$ cat src/rtl/bitlu_arbiter.sv
// bitlu_arbiter: round-robin sharing of one combinational 8-bit bitwise logic unit
// between NUM_REQ requesters, with registered operand launch and a held result.
module bitlu_arbiter #(
   parameter int NUM_REQ = 2,
   parameter int CNT_W = 16
) (
   input  logic                   clk,
   input  logic                   rst_n,
   input  logic [NUM_REQ-1:0]     req_valid,
   output logic [NUM_REQ-1:0]     req_ready,
   input  logic [2*NUM_REQ-1:0]   req_bop,
   input  logic [8*NUM_REQ-1:0]   req_x,
   input  logic [8*NUM_REQ-1:0]   req_y,
   output logic [NUM_REQ-1:0]     resp_valid,
   output logic [7:0]             resp_data,
   input  logic [NUM_REQ-1:0]     resp_ready,
   output logic [1:0]             lu_bop,
   output logic [7:0]             lu_x,
   output logic [7:0]             lu_y,
   input  logic [7:0]             lu_o,
   output logic                   busy,
   output logic [1:0]             grant_id,
   output logic [CNT_W-1:0]       ops_done
);
   typedef enum logic [1:0] {IDLE, EXEC, RESP} state_t;
   state_t state;
   logic [1:0] last, win, c;
   logic any;
   logic [3:0] v4, w4, r4;
   logic [1:0] bop_a [4];
   logic [7:0] x_a [4];
   logic [7:0] y_a [4];
   // pad per-requester fields to four slots so a 2-bit index is always in range
   for (genvar g = 0; g < 4; g++) begin : g_pad
      if (g < NUM_REQ) begin : g_on
         assign v4[g] = req_valid[g];
         assign bop_a[g] = req_bop[2*g +: 2];
         assign x_a[g] = req_x[8*g +: 8];
         assign y_a[g] = req_y[8*g +: 8];
      end else begin : g_off
         assign v4[g] = 1'b0;
         assign bop_a[g] = 2'd0;
         assign x_a[g] = 8'd0;
         assign y_a[g] = 8'd0;
      end
   end
   always_comb begin
      any = 1'b0;
      win = 2'd0;
      c = last;
      for (int k = 0; k < NUM_REQ; k++) begin
         c = (c == 2'(NUM_REQ - 1)) ? 2'd0 : c + 2'd1;
         if (v4[c] && !any) begin
            any = 1'b1;
            win = c;
         end
      end
   end
   assign w4 = 4'b0001 << win;
   assign r4 = 4'b0001 << grant_id;
   assign req_ready = (state == IDLE && any) ? w4[NUM_REQ-1:0] : '0;
   assign resp_valid = (state == RESP) ? r4[NUM_REQ-1:0] : '0;
   assign busy = state != IDLE;
   always_ff @(posedge clk or negedge rst_n) begin
      if (!rst_n) begin
         state <= IDLE;
         last <= 2'(NUM_REQ - 1);
         lu_bop <= 2'd0;
         lu_x <= 8'd0;
         lu_y <= 8'd0;
         grant_id <= 2'd0;
         resp_data <= 8'd0;
         ops_done <= '0;
      end else begin
         case (state)
            IDLE: if (any) begin
               lu_bop <= bop_a[win];
               lu_x <= x_a[win];
               lu_y <= y_a[win];
               grant_id <= win;
               state <= EXEC;
            end
            EXEC: begin
               resp_data <= lu_o;
               state <= RESP;
            end
            RESP: if (|(resp_valid & resp_ready)) begin
               last <= grant_id;
               ops_done <= ops_done + CNT_W'(1);
               state <= IDLE;
            end
            default: state <= IDLE;
         endcase
      end
   end
endmodule
$ cat config.mk
export PLATFORM = sky130hd
export DESIGN_NAME = bitlu_arbiter
export DESIGN_NICKNAME = d
export VERILOG_FILES = /design/src/rtl/bitlu_arbiter.sv
export SDC_FILE = /design/constraint.sdc
export NUM_CORES = 1
export LEC_CHECK = 0
export CAP_MARGIN = 40
export CORE_ASPECT_RATIO = 0.5
export CORE_MARGIN = 1
export CORE_UTILIZATION = 44
export DETAILED_ROUTE_END_ITERATION = 10
export PLACE_DENSITY = 0.95
export SETUP_SLACK_MARGIN = 0.02
export SLEW_MARGIN = 10
export SYNTH_ARGS = -nofsm -noshare
export SYNTH_HDL_FRONTEND = slang
export SYNTH_SLANG_ARGS = --single-unit
$ cat constraint.sdc
create_clock -name clk -period 4.7 [get_ports clk]
set_input_delay 0.94 -clock clk [delete_from_list [all_inputs] [get_ports clk]]
set_output_delay 0.94 -clock clk [all_outputs]
set_load 0.01 [all_outputs]
==> results of run 1 <==
## metal layers
layer / global-route usage / vias up
met2: 0.4235 / 54
li1: - / 812
met3: 0.04925 / 6
met4: 0.08937 / 0
met1: 0.2668 / 862
met5: 0 / -
## worst max-delay path by stage
stage / startpoint / endpoint / cells past startpoint
finish: req_valid[0] / req_ready[1] / 4
global route: req_valid[0] / req_ready[1] / 4
CTS: req_valid[0] / req_ready[1] / 4
detailed placement: req_valid[0] / req_ready[1] / 4
global placement: req_valid[0] / req_ready[1] / 4
floorplan: req_valid[0] / req_ready[0] / 3
## cell families (layout without fill, tap and decap cells)
logic type | Yosys count | count (layout)
multiplexers | 10 | 10
XOR/XNOR | 15 | 15
flip-flops | 48 | 48
AND/OR/NAND/NOR | 64 | 64
AO/OA/AOI/OAI | 24 | 24
buffers and inverters | 12 | 112
adder cells (fa/ha/maj) | 1 | 1
## synth_stat cells, types with 3 or more instances
library cell	n	share of area
dfrtp_1	47	0.55
and2_1	21	0.062
a221o_1	18	0.085
nand2_1	10	0.018
xor2_1	10	0.041
mux2_2	9	0.048
nor2_1	7	0.012
a21oi_1	5	0.012
clkbuf_1	5	0.0088
nor3_1	5	0.012
xnor2_1	5	0.021
inv_1	4	0.0071
nand2b_1	3	0.0088
nand3_1	3	0.0071
nand4_1	3	0.0088
## flip-flops by register name (all words and copies together) (netlist names)
signal / flops
grant_id: 2
last: 2
lu_bop: 2
lu_x: 8
lu_y: 8
ops_done: 16
resp_data: 8
state: 2
## cell type report
type | count | area, µm² | area share
timing repair buffer | 100 | 1011 | 0.3086
clock buffer | 8 | 100.1 | 0.03056
inverter | 4 | 15.01 | 0.004584
multi-input combinational | 114 | 864.6 | 0.2639
tap | 66 | 82.58 | 0.02521
sequential | 48 | 1202 | 0.3671
## per-stage QoR
step	instances	utilization	worst slack (ps)
2_1_floorplan	174	-	2324
5_1_grt	340	0.7264	968.0
3_3_place_gp	331	0.6981	1203
3_5_place_dp	332	0.7042	1107
4_1_cts	340	0.7264	1095
6_report	340	0.7264	1086
## power groups by stage
stage	Sequential, mW	Combinational [mW]	Clock, mW
3_3_place_gp	0.682	0.782	0
2_1_floorplan	0.736	0.337	0
3_5_place_dp	0.691	0.821	0
6_report	0.690	0.820	0.264
4_1_cts	0.689	0.827	0.269
5_1_grt	0.707	0.876	0.288
==> results.cfg, run 1 <==
[synthesis]
synth_area_mm2 = 0.002128
synth_edf_count = 0
synth_top_family_by_area = simple AND/OR/NAND/NOR gates
synth.avg_cell_area_um2 = 12.23
synth_fa_ha_area_frac = 0.005879
syn_nets = 225
synth_simple_gate_area_frac = 0.1869
netlist_instances = 174
synth_compound_area_frac = 0.09877
async_reset_ff_frac = 1.000
synthFlopType = dfrtp_1
synthMuxAreaShare = 0.05291
yosysSeqAreaShare = 0.5650
synth_cell_types = 32
synth-seq-cells = 48
synth_xor_area_frac = 0.06173
yosysWarnings = 0

[floorplanning]
die_y_um = 51.18
core_mm2 = 0.004509
ioPinCount = 99
die_area_mm2 = 0.005136
rows = 17
dieWidth_um = 100.4
start_util = 0.4720

[layout]
insertedDiodeCount = 0
num-fill-cells = 311
final_cell_mix = clkdlybuf4s50_1, dfrtp_1, and2_1, a221o_1
fin_area_mm2 = 0.003276
layout-drive-gt1-share = 0.09124
layout_commonest_cell = clkdlybuf4s50_1
area_growth_pct = 53.91
nNetsFinal = 324

[power]
power.total_mw = 1.773
power_switching_mw = 0.5910
switching_share = 0.3333
pwr_density_cell_mw_per_mm2 = 541.4
ir_drop_mv = 0.2869
intPower_mw = 1.182
p_comb_frac = 0.462
clkPwrFrac = 0.149
power_frac_seq = 0.389
p_leak_nw = 1.435

[critical_path]
cp_num_buf_inv = 2
start_kind = input port
critPathMaxFanout = 19
timing.rr.end = lu_x[6]$_DFFE_PN0P_
r2r_setup_slack_ps = 2850
worstSetupEndpointType = output pin
required_ps = 3760
critPathKind = input port to output pin
max_stage_delay_ps = 640
crit_top_cell = clkdlybuf4s50_1
r2r_cells = 4
crit_chain = clkdlybuf4s50_1, nand2_1, and4_1, clkdlybuf4s50_1
critPathTopFamily = buffers and inverters
reg2reg_from = last[0]$_DFFE_PN1P_
slowest_stage = clkdlybuf4s50_1
cp_data_arrival_time_ps = 2670

[clock_network]
clkSinkCount = 48
htreeDepth = 2
postCtsSetupBuffers = 0
clk_pin_slew_ps = 80
cts_hold_buf = 0
cts_resized = 0
cts_tree = yes
clk_latency_ps = 300
cts_buffer_depth = 2
cts_buffers = 5
root_buffer = clkbuf_8

[global_routing]
grt_remaining_overflow = 0
grt_antenna_before_repair = 0
grt_pass1_wl_um = 8687
grt_pass1_vias = 1791
grt_usage = 0.2299
grt_max_degree = 26

[routing]
viasPerCell = 5.100
met3_length_um = 181
ant_nets = 0
dr.pass1.iters = 4
routedWlPerCell_um = 16.07
wl_met2_um = 2948
drc = 0
num_vias = 1734
drtIter0Drc = 65
routed_wl_um = 5464
met1Wirelength_um = 2277
top_layer = met4

[timing]
fin_crit_sh = 0.7689
finalCriticalPeriod_ps = 3614
final_hold_viol_count = 0
clock_skew_ps = 4.397
setup_violations = 0
rsz0062_at_grt = no
fin_hold_ws_ps = 475.5
setup_tns_ps = 0
fmax_mhz = 276.7
worstMarginPinSlew_ps = 804.9
slew_headroom = 0.4634
slew_violations = 0

[place]
portBuffers = 98
hpwl_um = 4136
gp_congestion = 0.7384
postPlaceCellArea_mm2 = 0.003176

[min_path]
hp-class = register to register
worstHoldEndpoint = ops_done[15]$_DFFE_PN0P_
min_from = ops_done[15]$_DFFE_PN0P_
hold_depth = 1

[status]
outcome = finished clean

[run]
maxCapViolCount = 0
(Power assumes the default switching activity.)
==> inputs of run 2 (changes only) <==
--- a/config.mk
+++ b/config.mk
@@ -8,9 +8,9 @@
 export CAP_MARGIN = 40
 export CORE_ASPECT_RATIO = 0.5
 export CORE_MARGIN = 1
-export CORE_UTILIZATION = 44
+export CORE_UTILIZATION = 37
 export DETAILED_ROUTE_END_ITERATION = 10
-export PLACE_DENSITY = 0.95
+export PLACE_DENSITY = 0.87
 export SETUP_SLACK_MARGIN = 0.02
 export SLEW_MARGIN = 10
 export SYNTH_ARGS = -nofsm -noshare
==> constraint.sdc (replaced) <==
create_clock -name clk -period 3.2 [get_ports clk]
set_input_delay 0.64 -clock clk [delete_from_list [all_inputs] [get_ports clk]]
set_output_delay 0.64 -clock clk [all_outputs]
set_load 0.01 [all_outputs]
==> run 2 against run 1 <==
Global-route usage is 3.3 points lower. Setup slack worse by 530 ps. Sequential share of layout area shrank 0.89 points. Sequential power grew 46%. Clock-buffer cell count is 3 lower. Clock skew rose by 2.5 ps. Die area rose by 18%. Final area increased by 2.5%. Register-to-register slack worse by 1600 ps. Non-clock buffer count rose by 1. Sequential cell count unchanged. Via count grew 2.1%. Critical endpoint unchanged. Largest cell class unchanged. Largest power group unchanged. Highest routed layer unchanged.
==> results.cfg, run 2 (synthesized netlist as in run 1, its figures left out) <==
[timing]
slew_violations = 0
fmax_mhz = 378.0
worstMarginPinSlew_ps = 847.8
fin_crit_sh = 0.8267
slew_headroom = 0.4348
final_hold_viol_count = 0
setup_tns_ps = 0
clock_skew_ps = 6.847
setup_violations = 0
finalCriticalPeriod_ps = 2645
layout_setup_ws_ps = 554.6
rsz0062_at_grt = no

[clock_network]
cts_buffers = 5
root_buffer = clkbuf_16
clkSinkCount = 48
htreeDepth = 2
cts_tree = yes
clk_latency_ps = 290
clk_pin_slew_ps = 60
cts_resized = 0
cts_hold_buf = 0
cts_buffer_depth = 2
postCtsSetupBuffers = 0

[routing]
drc = 0
ant_nets = 0
routedWlPerCell_um = 16.02
num_vias = 1771
drtIter0Drc = 144
viasPerCell = 5.089
dr.pass1.iters = 4
routed_wl_um = 5575

[layout]
final_cell_mix = clkdlybuf4s50_1, dfrtp_1, and2_1, a221o_1
num-fill-cells = 438
layout_commonest_cell = clkdlybuf4s50_1
largest-register = ops_done
nNetsFinal = 325
insertedDiodeCount = 0
layout-drive-gt1-share = 0.09818
area_growth_pct = 57.73
largest_reg_flops = 16

[min_path]
hp-class = input port to asynchronous set/reset pin

[floorplanning]
start_util = 0.3859
rows = 19
ioPinCount = 99
die_y_um = 55.63
dieWidth_um = 109.3
core_mm2 = 0.005515
die_area_mm2 = 0.006078

[critical_path]
crit_chain = clkdlybuf4s50_1, nand2_1, and4_1, clkdlybuf4s50_1
slowest_stage = clkdlybuf4s50_1
critPathKind = input port to output pin
critPathTopFamily = buffers and inverters
max_stage_delay_ps = 560
cp_num_buf_inv = 2
start_kind = input port
worstSetupEndpointType = output pin
required_ps = 2560
critPathMaxFanout = 3
cp_data_arrival_time_ps = 2010
crit_top_cell = clkdlybuf4s50_1

[global_routing]
grt_pass1_wl_um = 9121
grt_usage = 0.1966
grt_max_degree = 31
grt_pass1_vias = 1876
grt_remaining_overflow = 0
grt_antenna_before_repair = 0

[place]
hpwl_um = 4139
gp_congestion = 0.7765
portBuffers = 98
place_ws_ps = 586.6

[power]
power_frac_seq = 0.361
intPower_mw = 1.915
clkPwrFrac = 0.213
ir_drop_mv = 0.3385
switching_share = 0.3164
p_comb_frac = 0.426
p_leak_nw = 1.469
pwr_density_cell_mw_per_mm2 = 834.6
power_switching_mw = 0.8865

[status]
outcome = finished clean

[run]
maxCapViolCount = 0
## run 2: metrics by stage
stage / power [mW] / utilization / cells / hold slack (ps) / cell area, µm²
after floorplan: 1.576 / - / 174 / 344.4 / 2128
after global placement: 2.158 / 0.5737 / 339 / 457.9 / 3164
after detailed placement: 2.220 / 0.5774 / 340 / 468.2 / 3184
after CTS: 2.830 / 0.6087 / 348 / 307.9 / 3357
after global routing: 2.944 / 0.6087 / 348 / 339.0 / 3357
final: 2.802 / 0.6087 / 348 / 298.6 / 3357
## run 2: metal layers
| layer | up-vias | wire length [µm] | track usage | part of all wire |
|---|---|---|---|---|
| met5 | - | 0 | 0 | 0 |
| met4 | 0 | 45 | 0.04381 | 0.0081 |
| met3 | 4 | 174 | 0.03981 | 0.031 |
| met2 | 37 | 3028 | 0.3594 | 0.54 |
| met1 | 912 | 2326 | 0.2387 | 0.42 |
| li1 | 818 | - | - | - |
## run 2: worst paths after layout
check | start | to | slack [ps] | cells past startpoint
max | req_valid[0] | req_ready[1] | 550 | 4
min | rst_n | lu_y[7]$_DFFE_PN0P_ | 300 | 1
max reg2reg | last[0]$_DFFE_PN1P_ | lu_x[5]$_DFFE_PN0P_ | 1300 | 4
min reg2reg | ops_done[15]$_DFFE_PN0P_ | ops_done[15]$_DFFE_PN0P_ | 480 | 1
max in group asynchronous | rst_n | last[0]$_DFFE_PN1P_ | 2330 | 2
min in group clk | ops_done[15]$_DFFE_PN0P_ | ops_done[15]$_DFFE_PN0P_ | 480 | 1
## run 2: cell type report
class | count | area (µm²) | share of cell area
tap | 73 | 91.34 | 0.02721
inverter | 4 | 15.01 | 0.004473
timing repair buffer | 101 | 1011 | 0.3012
multi-input combinational | 114 | 864.6 | 0.2575
sequential | 48 | 1202 | 0.3582
clock buffer | 5 | 125.1 | 0.03727
clock inverter | 3 | 47.55 | 0.01416
## run 2: power groups by stage
stage          logic (mW)  registers, mW  clock network, mW
6_report             1.19           1.01              0.596
5_1_grt              1.28           1.04              0.630
4_1_cts              1.21           1.01              0.608
3_5_place_dp         1.21           1.01                  0
3_3_place_gp         1.16          0.996                  0
2_1_floorplan       0.495           1.08                  0
